<file path="src/rtl/ntt_job_sched.sv">
// Two-requester job scheduler in front of the NTT controller.
// A job is a run of N polynomials in one direction. Requesters are served round-robin.
// The scheduler issues one ntt_start per polynomial and waits for ntt_write_done between
// starts. A per-polynomial watchdog aborts a job whose controller stops answering.
module ntt_job_sched #(
    parameter int unsigned CNT_W   = 4,
    parameter int unsigned TIMEOUT = 4096,
    parameter int unsigned TO_W    = 13
) (
    input  logic             clk,
    input  logic             aresetn,

    input  logic             req0_valid,
    output logic             req0_ready,
    input  logic             req0_sel,
    input  logic [CNT_W-1:0] req0_count,
    output logic             req0_done,

    input  logic             req1_valid,
    output logic             req1_ready,
    input  logic             req1_sel,
    input  logic [CNT_W-1:0] req1_count,
    output logic             req1_done,

    output logic             ntt_start,
    output logic             ntt_sel,
    input  logic             ntt_write_done,

    output logic             busy,
    output logic             grant_id,
    output logic [CNT_W-1:0] poly_idx,
    output logic             err,
    input  logic             err_clr
);

    typedef enum logic [2:0] {
        StIdle,
        StStart,
        StWait,
        StGap,
        StDone,
        StErr
    } state_t;

    localparam logic [TO_W-1:0]  WdLast  = TO_W'(TIMEOUT - 1);
    localparam logic [CNT_W-1:0] CntZero = '0;
    localparam logic [CNT_W-1:0] CntOne  = CNT_W'(1);

    state_t           state_q;
    logic             rr_q;
    logic             grant_q;
    logic             sel_q;
    logic [CNT_W-1:0] remaining_q;
    logic [CNT_W-1:0] poly_idx_q;
    logic [TO_W-1:0]  wd_q;
    logic             ntt_start_q;
    logic             busy_q;
    logic             done0_q;
    logic             done1_q;
    logic             err_q;

    logic             grant_nxt;
    logic             accept;
    logic             accept_sel;
    logic [CNT_W-1:0] accept_cnt;

    // Arbitration and same-cycle ready; ready is forced low while reset is held so all
    // outputs read 0 during reset even though the FSM sits in IDLE.
    always_comb begin
        grant_nxt  = (req0_valid && req1_valid) ? rr_q : req1_valid;
        accept     = aresetn && (state_q == StIdle) && (req0_valid || req1_valid);
        accept_sel = grant_nxt ? req1_sel : req0_sel;
        accept_cnt = grant_nxt ? req1_count : req0_count;
        req0_ready = accept && !grant_nxt;
        req1_ready = accept && grant_nxt;
    end

    // Job FSM with registered outputs; the sticky error flag shares this block so that a
    // timeout and err_clr landing in the same cycle resolve with set winning.
    always_ff @(posedge clk or negedge aresetn) begin
        if (!aresetn) begin
            state_q     <= StIdle;
            rr_q        <= 1'b0;
            grant_q     <= 1'b0;
            sel_q       <= 1'b0;
            remaining_q <= '0;
            poly_idx_q  <= '0;
            wd_q        <= '0;
            ntt_start_q <= 1'b0;
            busy_q      <= 1'b0;
            done0_q     <= 1'b0;
            done1_q     <= 1'b0;
            err_q       <= 1'b0;
        end else begin
            ntt_start_q <= 1'b0;
            done0_q     <= 1'b0;
            done1_q     <= 1'b0;
            if (err_clr) begin
                err_q <= 1'b0;
            end

            unique case (state_q)
                StIdle: begin
                    if (accept) begin
                        grant_q     <= grant_nxt;
                        sel_q       <= accept_sel;
                        remaining_q <= accept_cnt;
                        poly_idx_q  <= '0;
                        busy_q      <= 1'b1;
                        if (accept_cnt == CntZero) begin
                            // Empty job completes without touching the controller.
                            state_q <= StDone;
                            done0_q <= !grant_nxt;
                            done1_q <= grant_nxt;
                        end else begin
                            state_q     <= StStart;
                            ntt_start_q <= 1'b1;
                        end
                    end
                end

                StStart: begin
                    wd_q    <= '0;
                    state_q <= StWait;
                end

                StWait: begin
                    // write_done takes priority over an expiring watchdog.
                    if (ntt_write_done) begin
                        remaining_q <= remaining_q - CntOne;
                        if (remaining_q == CntOne) begin
                            state_q <= StDone;
                            done0_q <= !grant_q;
                            done1_q <= grant_q;
                        end else begin
                            poly_idx_q <= poly_idx_q + CntOne;
                            state_q    <= StGap;
                        end
                    end else if (wd_q == WdLast) begin
                        state_q <= StErr;
                        err_q   <= 1'b1;
                        done0_q <= !grant_q;
                        done1_q <= grant_q;
                    end else begin
                        wd_q <= wd_q + 1'b1;
                    end
                end

                StGap: begin
                    // Let the controller settle back to idle before the next start.
                    state_q     <= StStart;
                    ntt_start_q <= 1'b1;
                end

                StDone, StErr: begin
                    rr_q    <= !grant_q;
                    busy_q  <= 1'b0;
                    state_q <= StIdle;
                end

                default: begin
                    busy_q  <= 1'b0;
                    state_q <= StIdle;
                end
            endcase
        end
    end

    assign ntt_start = ntt_start_q;
    assign ntt_sel   = sel_q;
    assign busy      = busy_q;
    assign grant_id  = grant_q;
    assign poly_idx  = poly_idx_q;
    assign req0_done = done0_q;
    assign req1_done = done1_q;
    assign err       = err_q;

endmodule

</file>
<file path="config.mk">
export PLATFORM = sky130hd
export DESIGN_NAME = ntt_job_sched
export DESIGN_NICKNAME = d
export VERILOG_FILES = /design/src/rtl/ntt_job_sched.sv
export SDC_FILE = /design/constraint.sdc
export NUM_CORES = 1
export LEC_CHECK = 0
export BUFFER_PORTS_ARGS = -buffer_cell sky130_fd_sc_hd__buf_2
export CORE_ASPECT_RATIO = 1.4
export CORE_MARGIN = 2
export CORE_UTILIZATION = 30
export DETAILED_ROUTE_END_ITERATION = 8
export GPL_TIMING_DRIVEN = 0
export PLACE_DENSITY = 0.46
export SYNTH_ARGS = -nofsm -noshare
export SYNTH_HDL_FRONTEND = slang
export SYNTH_SLANG_ARGS = --single-unit
</file>
<file path="constraint.sdc">
create_clock -name clk -period 2 [get_ports clk]
set_clock_uncertainty 0.1 [all_clocks]
set_input_delay 0.4 -clock clk [delete_from_list [all_inputs] [get_ports clk]]
set_output_delay 0.4 -clock clk [all_outputs]
set_load 0.1 [all_outputs]
</file>
==> results of run 1 <==
-- repair_timing --
action	4_1_cts	5_1_grt
gates resized for setup	33	6
endpoints found under the setup margin	25	14
pin swaps	7	7
buffers inserted	9	4
hold buffers	2	0
endpoints found under the hold margin	32	0
-- critical path: stages, from the launching register on --
cell	delay (ps)
dfrtp_2	430
buf_6	130
nor4_4	340
and2_4	210
buf_12	160
-- synth_stat cells, types with 2 or more instances --
cell,number,area share [%]
nor2_1,9,1.9
nor2b_1,2,0.70
a31oi_1,3,1.1
nand4_1,2,0.70
buf_2,3,0.84
nand3b_1,2,0.84
o31ai_1,4,1.7
inv_1,9,1.9
clkbuf_1,5,1.1
or4_1,5,2.1
and2_1,4,1.4
ha_1,4,2.8
o21ai_0,16,4.5
a21oi_1,8,2.2
nor3b_1,2,0.84
o221a_2,2,1.3
a31o_2,2,0.98
mux2_2,2,1.3
nor3_1,5,1.4
or3_1,3,1.1
nand2b_1,2,0.70
mux2i_1,6,3.4
nand3_1,9,2.5
nor4_1,2,0.70
and4_1,3,1.5
nand2_1,20,4.2
dfrtp_1,32,45
and3_1,8,2.8
-- metal layers --
metal	vias to the layer above	part of all wire, %	GRT usage, %	routed length (um)
li1	793	-	-	-
met1	774	42	17.3	2000
met2	32	54	30.2	2550
met3	4	3.3	3.07	157
met4	0	0.93	4.90	44
met5	-	0	0	0
-- flip-flops by register name (all words and copies together), names as in the netlist --
| name | flops |
|---|---|
| poly_idx | 4 |
| ntt_start | 1 |
| wd_q | 13 |
| remaining_q | 4 |
| ntt_sel | 1 |
| rr_q | 1 |
| err | 1 |
| req0_done | 1 |
| state_q | 3 |
| grant_id | 1 |
| busy | 1 |
| req1_done | 1 |
-- per-stage QoR --
step                      std cells  area (um^2)
after floorplan                 191         1800
after global placement          288         2030
after detailed placement        288         2030
after CTS                       305         2320
after global routing            307         2360
final                           307         2360
-- cell type report --
| type | instances | area (um^2) |
|---|---|---|
| flip-flops and latches | 32 | 802 |
| multi-input cells | 142 | 990 |
| plain buffers | 5 | 45.0 |
| inverters | 9 | 33.8 |
| clock buffers | 7 | 96.3 |
| fillers | 572 | 3460 |
| repair buffers | 42 | 310 |
| well taps | 70 | 87.6 |
-- power by group through the flow --
stage,Combinational (uW),Clock (uW),Sequential (uW)
floorplan,700,0,1330
global placement,1380,0,957
detailed placement,1380,0,956
CTS,1640,571,935
global route,1820,601,971
finish,1670,552,944
-- final timing paths --
| kind | from | end | cells past startpoint |
|---|---|---|---|
| max | state_q[0] | req0_ready | 4 |
| min | err_clr | err | 2 |
| max reg2reg | state_q[0] | wd_q[8] | 5 |
| min reg2reg | ntt_sel | ntt_sel | 2 |
| max in group asynchronous | aresetn | state_q[0] | 3 |
| min in group asynchronous | aresetn | req0_done | 3 |
-- kinds of logic (layout without fill, tap and decap cells) --
family                   count (synthesis)  count (layout)
buffers and inverters                   17              63
AND/OR/NAND/NOR                         85              85
AO/OA/AOI/OAI                           44              44
adder cells (fa/ha/maj)                  4               4
multiplexers                             8               8
XOR/XNOR                                 1               1
flip-flops                              32              32
==> key figures, run 1 <==
Power and ir drop
  • Final Power: approximately 3200 uW
  • Clock network power share: 17.5%
  • Power density over cell area: 1340 nW/um^2
  • Maximum vdd drop: just under 0.4 mV
  • Logic pwr share: 52.7%
  • Static Leak: approximately 0.0011 uW
  • Switching power total: 1440 uW
  • Sequential power share: ~30%
  • Switching share of power: between 40% and 50%
  • Cell internal pwr: between 1500 and 2000 uW

Run status
  • Status: finished, violations left
  • Failing checks: setup timing

Placed design
  • Detailed placer's ending HPWL: between 3 and 4 mm
  • Place WS: -1200 ps
  • Routability Congestion: ~0.76
  • Count of buffers from port buffering: 27

STA
  • Slew headroom: 64.7%
  • Slew @ Worst Pin: 530 ps
  • Unrepaired setup endpoints after global routing: yes
  • Fin Hold WS: ~200 ps
  • Fin. max-slew vios: 0
  • F_max: 487 MHz
  • Final setup margin: -51.8 ps
  • Period utilization: 103%
  • Final setup viols: 1
  • Count of final hold-check violations: 0
  • Minimum clock period: approximately 2100 ps
  • Setup TNS: -51.8 ps

Critical path
  • CP max FO: 3
  • R2R Setup Slk: about 70 ps
  • CP startpoint kind: flop
  • Crit path capture type: output pin
  • Crit Path Class: reg2out
  • Worst EP required: approximately 1500 ps
  • WP data arrival: approximately 1600 ps

Synth
  • Seq cells post-synth: 32
  • EDFF count, synth: 0
  • Post-Syn Instances: ~190
  • XOR/XNOR Fraction of Synth Area: less than 1%
  • Yosys cell types: 45
  • Post-synth ARST share: 100%
  • Area share of fa/ha/maj cells after synthesis: around 2.8%
  • Synth Area in Compound Gates: 15.9%
  • Area of the mapped netlist: around 1800 um^2
  • Mux share of post-synthesis cell area: between 4 and 5%
  • Seq/Total Area, Yosys: roughly 45%
  • Synth warn: 0
  • Predominant post-synthesis flop cell: dfrtp_1
  • Mapped Avg Cell Area: 9.35 um^2
  • Simple-gate portion of the synthesized area: between 20 and 30%
  • Syn nets: 211
  • Largest family of logic cells by synthesized area: simple AND/OR/NAND/NOR gates

GRT
  • First-pass GRT wire length: just over 8 mm
  • Largest net degree at the start of global routing: 33
  • Total grt overflow: 0
  • Overall Global Routing Usage: between 10% and 20%
  • Vias in the first global route: approximately 1700
  • Initial antenna violation count: 0

Drt
  • Router iterations before antenna repair: 4
  • Total Wirelength: 4.75 mm
  • Final ANT Viol Nets: 0
  • DRT iter0 DRCs: 57
  • Wire per inst: ~15 um
  • Vias per Instance: ~5.2
  • Residual DRC: 0
  • Vias post-DR: 1603

Floorplan
  • Row cnt: 33
  • DIE AREA: roughly 6600 um^2
  • Die Wd: 69.2 um
  • Area of the core: 5820 um^2
  • Die height: approximately 95 um
  • Num ports: 29
  • Initial Util: a little under a third

Min path
  • HP Class: in2reg

Clocking
  • Inserted Clock Buffers: 5
  • Clock buffer depth: 2
  • Clock root buffer: clkbuf_8
  • Clk Latency, worst-skew pair: ~280 ps
  • TritonCTS clock tree: yes
  • Clock-pin slew on the worst setup and hold paths: roughly 70 ps
  • H-tree Lvls: 2
  • CTS sink cnt: 32

Cells and area
  • Final nets: roughly 260
  • Area growth, synth to finish: 32.4%
  • Share of cells above drive strength 1: 30.8%
  • Core Util, Final: between 40% and 50%
  • Diode count: 0
  • Commonest cells after routing, fill and taps aside: dfrtp_1 (31), buf_2 (24), nand2_1 (20), o21ai_0 (15), buf_4 (11)
  • Commonest non-fill, non-tap cell in the layout: dfrtp_1

Run
  • Max_cap viols: 0
Power figures use the tool's default switching activity.
==> run 2: changes to the inputs <==
--- a/config.mk
+++ b/config.mk
@@ -6,12 +6,14 @@
 export NUM_CORES = 1
 export LEC_CHECK = 0
 export BUFFER_PORTS_ARGS = -buffer_cell sky130_fd_sc_hd__buf_2
-export CORE_ASPECT_RATIO = 1.4
+export CELL_PAD_IN_SITES_DETAIL_PLACEMENT = 0
+export CELL_PAD_IN_SITES_GLOBAL_PLACEMENT = 1
+export CORE_ASPECT_RATIO = 1.1
 export CORE_MARGIN = 2
 export CORE_UTILIZATION = 30
 export DETAILED_ROUTE_END_ITERATION = 8
 export GPL_TIMING_DRIVEN = 0
-export PLACE_DENSITY = 0.46
+export PLACE_DENSITY = 0.58
 export SYNTH_ARGS = -nofsm -noshare
 export SYNTH_HDL_FRONTEND = slang
 export SYNTH_SLANG_ARGS = --single-unit
==> key figures, run 2 (synthesized netlist as in run 1, its figures left out) <==
Run status
  • Status: completed

Critical path
  • CP max FO: 6 (+3)
  • Worst EP required: 1500 ps (about the same)
  • Crit Path Class: reg2out
  • CP startpoint kind: flop
  • Origin of the critical flop-to-flop path: state_q[0]
  • Crit path capture type: output pin
  • Setup crit start: state_q[2]
  • WP data arrival: 1460 ps (-90 ps)

Cells and area
  • Fill cells: 576 (+0.70%)
  • Commonest cells after routing, fill and taps aside: dfrtp_1 (31), buf_2 (24), nand2_1 (20), o21ai_0 (14), buf_4 (13)
  • Commonest non-fill, non-tap cell in the layout: dfrtp_1
  • Core Util, Final: 41.8% (+1.2 points)
  • Multi-input logic area: 990 um^2 (unchanged)
  • Diode count: 0 (unchanged)
  • Share of cells above drive strength 1: 31.8% (+1.0 points)
  • Final nets: 261 (+1.6%)
  • Post-route cell area: 2410 um^2 (+2.0%)
  • Register Area: 802 um^2 (unchanged)
  • Max reg flops: 13 (unchanged)
  • Top reg by flops: wd_q
  • Area growth, synth to finish: 34.9%

GRT
  • Vias in the first global route: 1627 (-1.4%)
  • Overall Global Routing Usage: 15.5% (-0.21 points)
  • Largest net degree at the start of global routing: 33 (unchanged)
  • Total grt overflow: 0 (unchanged)
  • First-pass GRT wire length: 8.16 mm (+0.42%)
  • Initial antenna violation count: 0 (unchanged)

Drt
  • Wire per inst: 14.9 um (-3.8%)
  • Vias per Instance: 5.12 (-2.0%)
  • Vias post-DR: 1632 (+1.8%)
  • Router iterations before antenna repair: 4 (unchanged)
  • Residual DRC: 0 (unchanged)
  • Final ANT Viol Nets: 0 (unchanged)
  • Total Wirelength: 4.74 mm (about the same)
  • DRT iter0 DRCs: 66 (+16%)

Power and ir drop
  • Sequential power share: 29.5% (-0.4 points)
  • Maximum vdd drop: 0.506 mV (+28%)
  • Clock network power share: 15.7% (-1.8 points)
  • Cell internal pwr: 1760 uW (+2.1%)
  • Static Leak: 0.00110 uW (+1.3%)
  • Switching share of power: 45.3% (-0.28 points)
  • Power density over cell area: 1330 nW/um^2 (-0.33%)
  • Switching power total: 1460 uW (+0.99%)
  • Logic pwr share: 54.7% (+2.0 points)

Floorplan
  • DIE AREA: 6590 um^2 (-0.12%)
  • Die Wd: 77.6 um (+12%)
  • Die height: 84.9 um (-11%)
  • Initial Util: 31.0% (+0.28 points)
  • Num ports: 29 (unchanged)
  • Area of the core: 5770 um^2 (-0.90%)
  • Row cnt: 29 (-12%)

Clocking
  • H-tree Lvls: 2 (unchanged)
  • Clock buffer depth: 2 (unchanged)
  • Clock root buffer: clkbuf_8
  • Inserted Clock Buffers: 5 (unchanged)
  • Clk Latency, worst-skew pair: 280 ps (about the same)
  • Clock-pin slew on the worst setup and hold paths: 60 ps (about the same)
  • CTS sink cnt: 32 (unchanged)
  • TritonCTS clock tree: yes

STA
  • Final setup viols: 0 (-1)
  • Slew @ Worst Pin: 541 ps (+11.2 ps)
  • Count of final hold-check violations: 0 (unchanged)
  • Minimum clock period: 1960 ps (-88.5 ps)
  • Unrepaired setup endpoints after global routing: yes
  • Period utilization: 98.2% (-4.4 points)
  • F_max: 509 MHz (+4.5%)
  • Fin. max-slew vios: 0 (unchanged)
  • Slew headroom: 63.9% (-0.74 points)

Placed design
  • Count of buffers from port buffering: 27 (unchanged)
  • Detailed placer's ending HPWL: 3.33 mm (-0.92%)
  • Placed cell area: 2030 um^2 (+0.43%)
  • Routability Congestion: 0.744 (-2.0%)

Min path
  • HP Class: in2reg
  • Critical hold path startpoint: err_clr

Run
  • Max_cap viols: 0 (unchanged)
## run 2: metal layers
metal | global-route usage (%) | vias up | wire [um]
li1 | - | 806 | -
met1 | 20.1 | 794 | 2240
met2 | 25.6 | 23 | 2270
met3 | 3.72 | 9 | 142
met4 | 4.71 | 0 | 89
met5 | 0 | - | 0
## run 2: what timing repair did
action                                 CTS  global route
cloned                                   0             0
setup endpoints to repair               25             9
pin swaps                               10             4
endpoints found under the hold margin   32             0
hold buffers                             2             0
setup buffers                           10             6
resized for setup                       29            15
## run 2: cell type report
class,instances,area share [%]
flip-flops and latches,32,33.3
repair buffers,45,14.5
multi-input cells,142,41.0
well taps,77,4.00
inverters,9,1.40
plain buffers,6,2.02
clock buffers,8,3.74
## run 2: final timing paths
path	cells after the start	slack [ps]	end
setup / recovery	4	40	req0_ready
hold / removal	2	190	err
setup reg to reg	5	60	wd_q[8]
hold reg to reg	1	390	wd_q[2]
max in group asynchronous	3	1060	poly_idx[2]
min in group asynchronous	3	550	wd_q[9]
## run 2: stage by stage
stage | total power [uW] | cells | setup slack (ps) | TNS, ps | hold WS (ps)
after floorplan | 2030 | 191 | 37.2 | 0 | 4.41
after detailed placement | 2350 | 295 | -1190 | -10840 | 386
after CTS | 3100 | 313 | -55.1 | -91.3 | 186
after global placement | 2350 | 295 | -1270 | -11880 | 368
after global routing | 3440 | 319 | -64.0 | -111 | 232
final | 3210 | 319 | 36.7 | 0 | 189
## run 2: power groups by stage
| stage | clock network (uW) | logic (uW) | registers [uW] |
|---|---|---|---|
| 2_1_floorplan | 0 | 700 | 1330 |
| 3_3_place_gp | 0 | 1390 | 956 |
| 3_5_place_dp | 0 | 1390 | 959 |
| 4_1_cts | 526 | 1620 | 947 |
| 5_1_grt | 572 | 1890 | 977 |
| 6_report | 505 | 1760 | 949 |
## run 2: critical path, stage by stage (launching register included)
cell	delay (ps)
dfrtp_1	380
buf_6	140
nor4_4	300
and2_4	200
buf_12	160
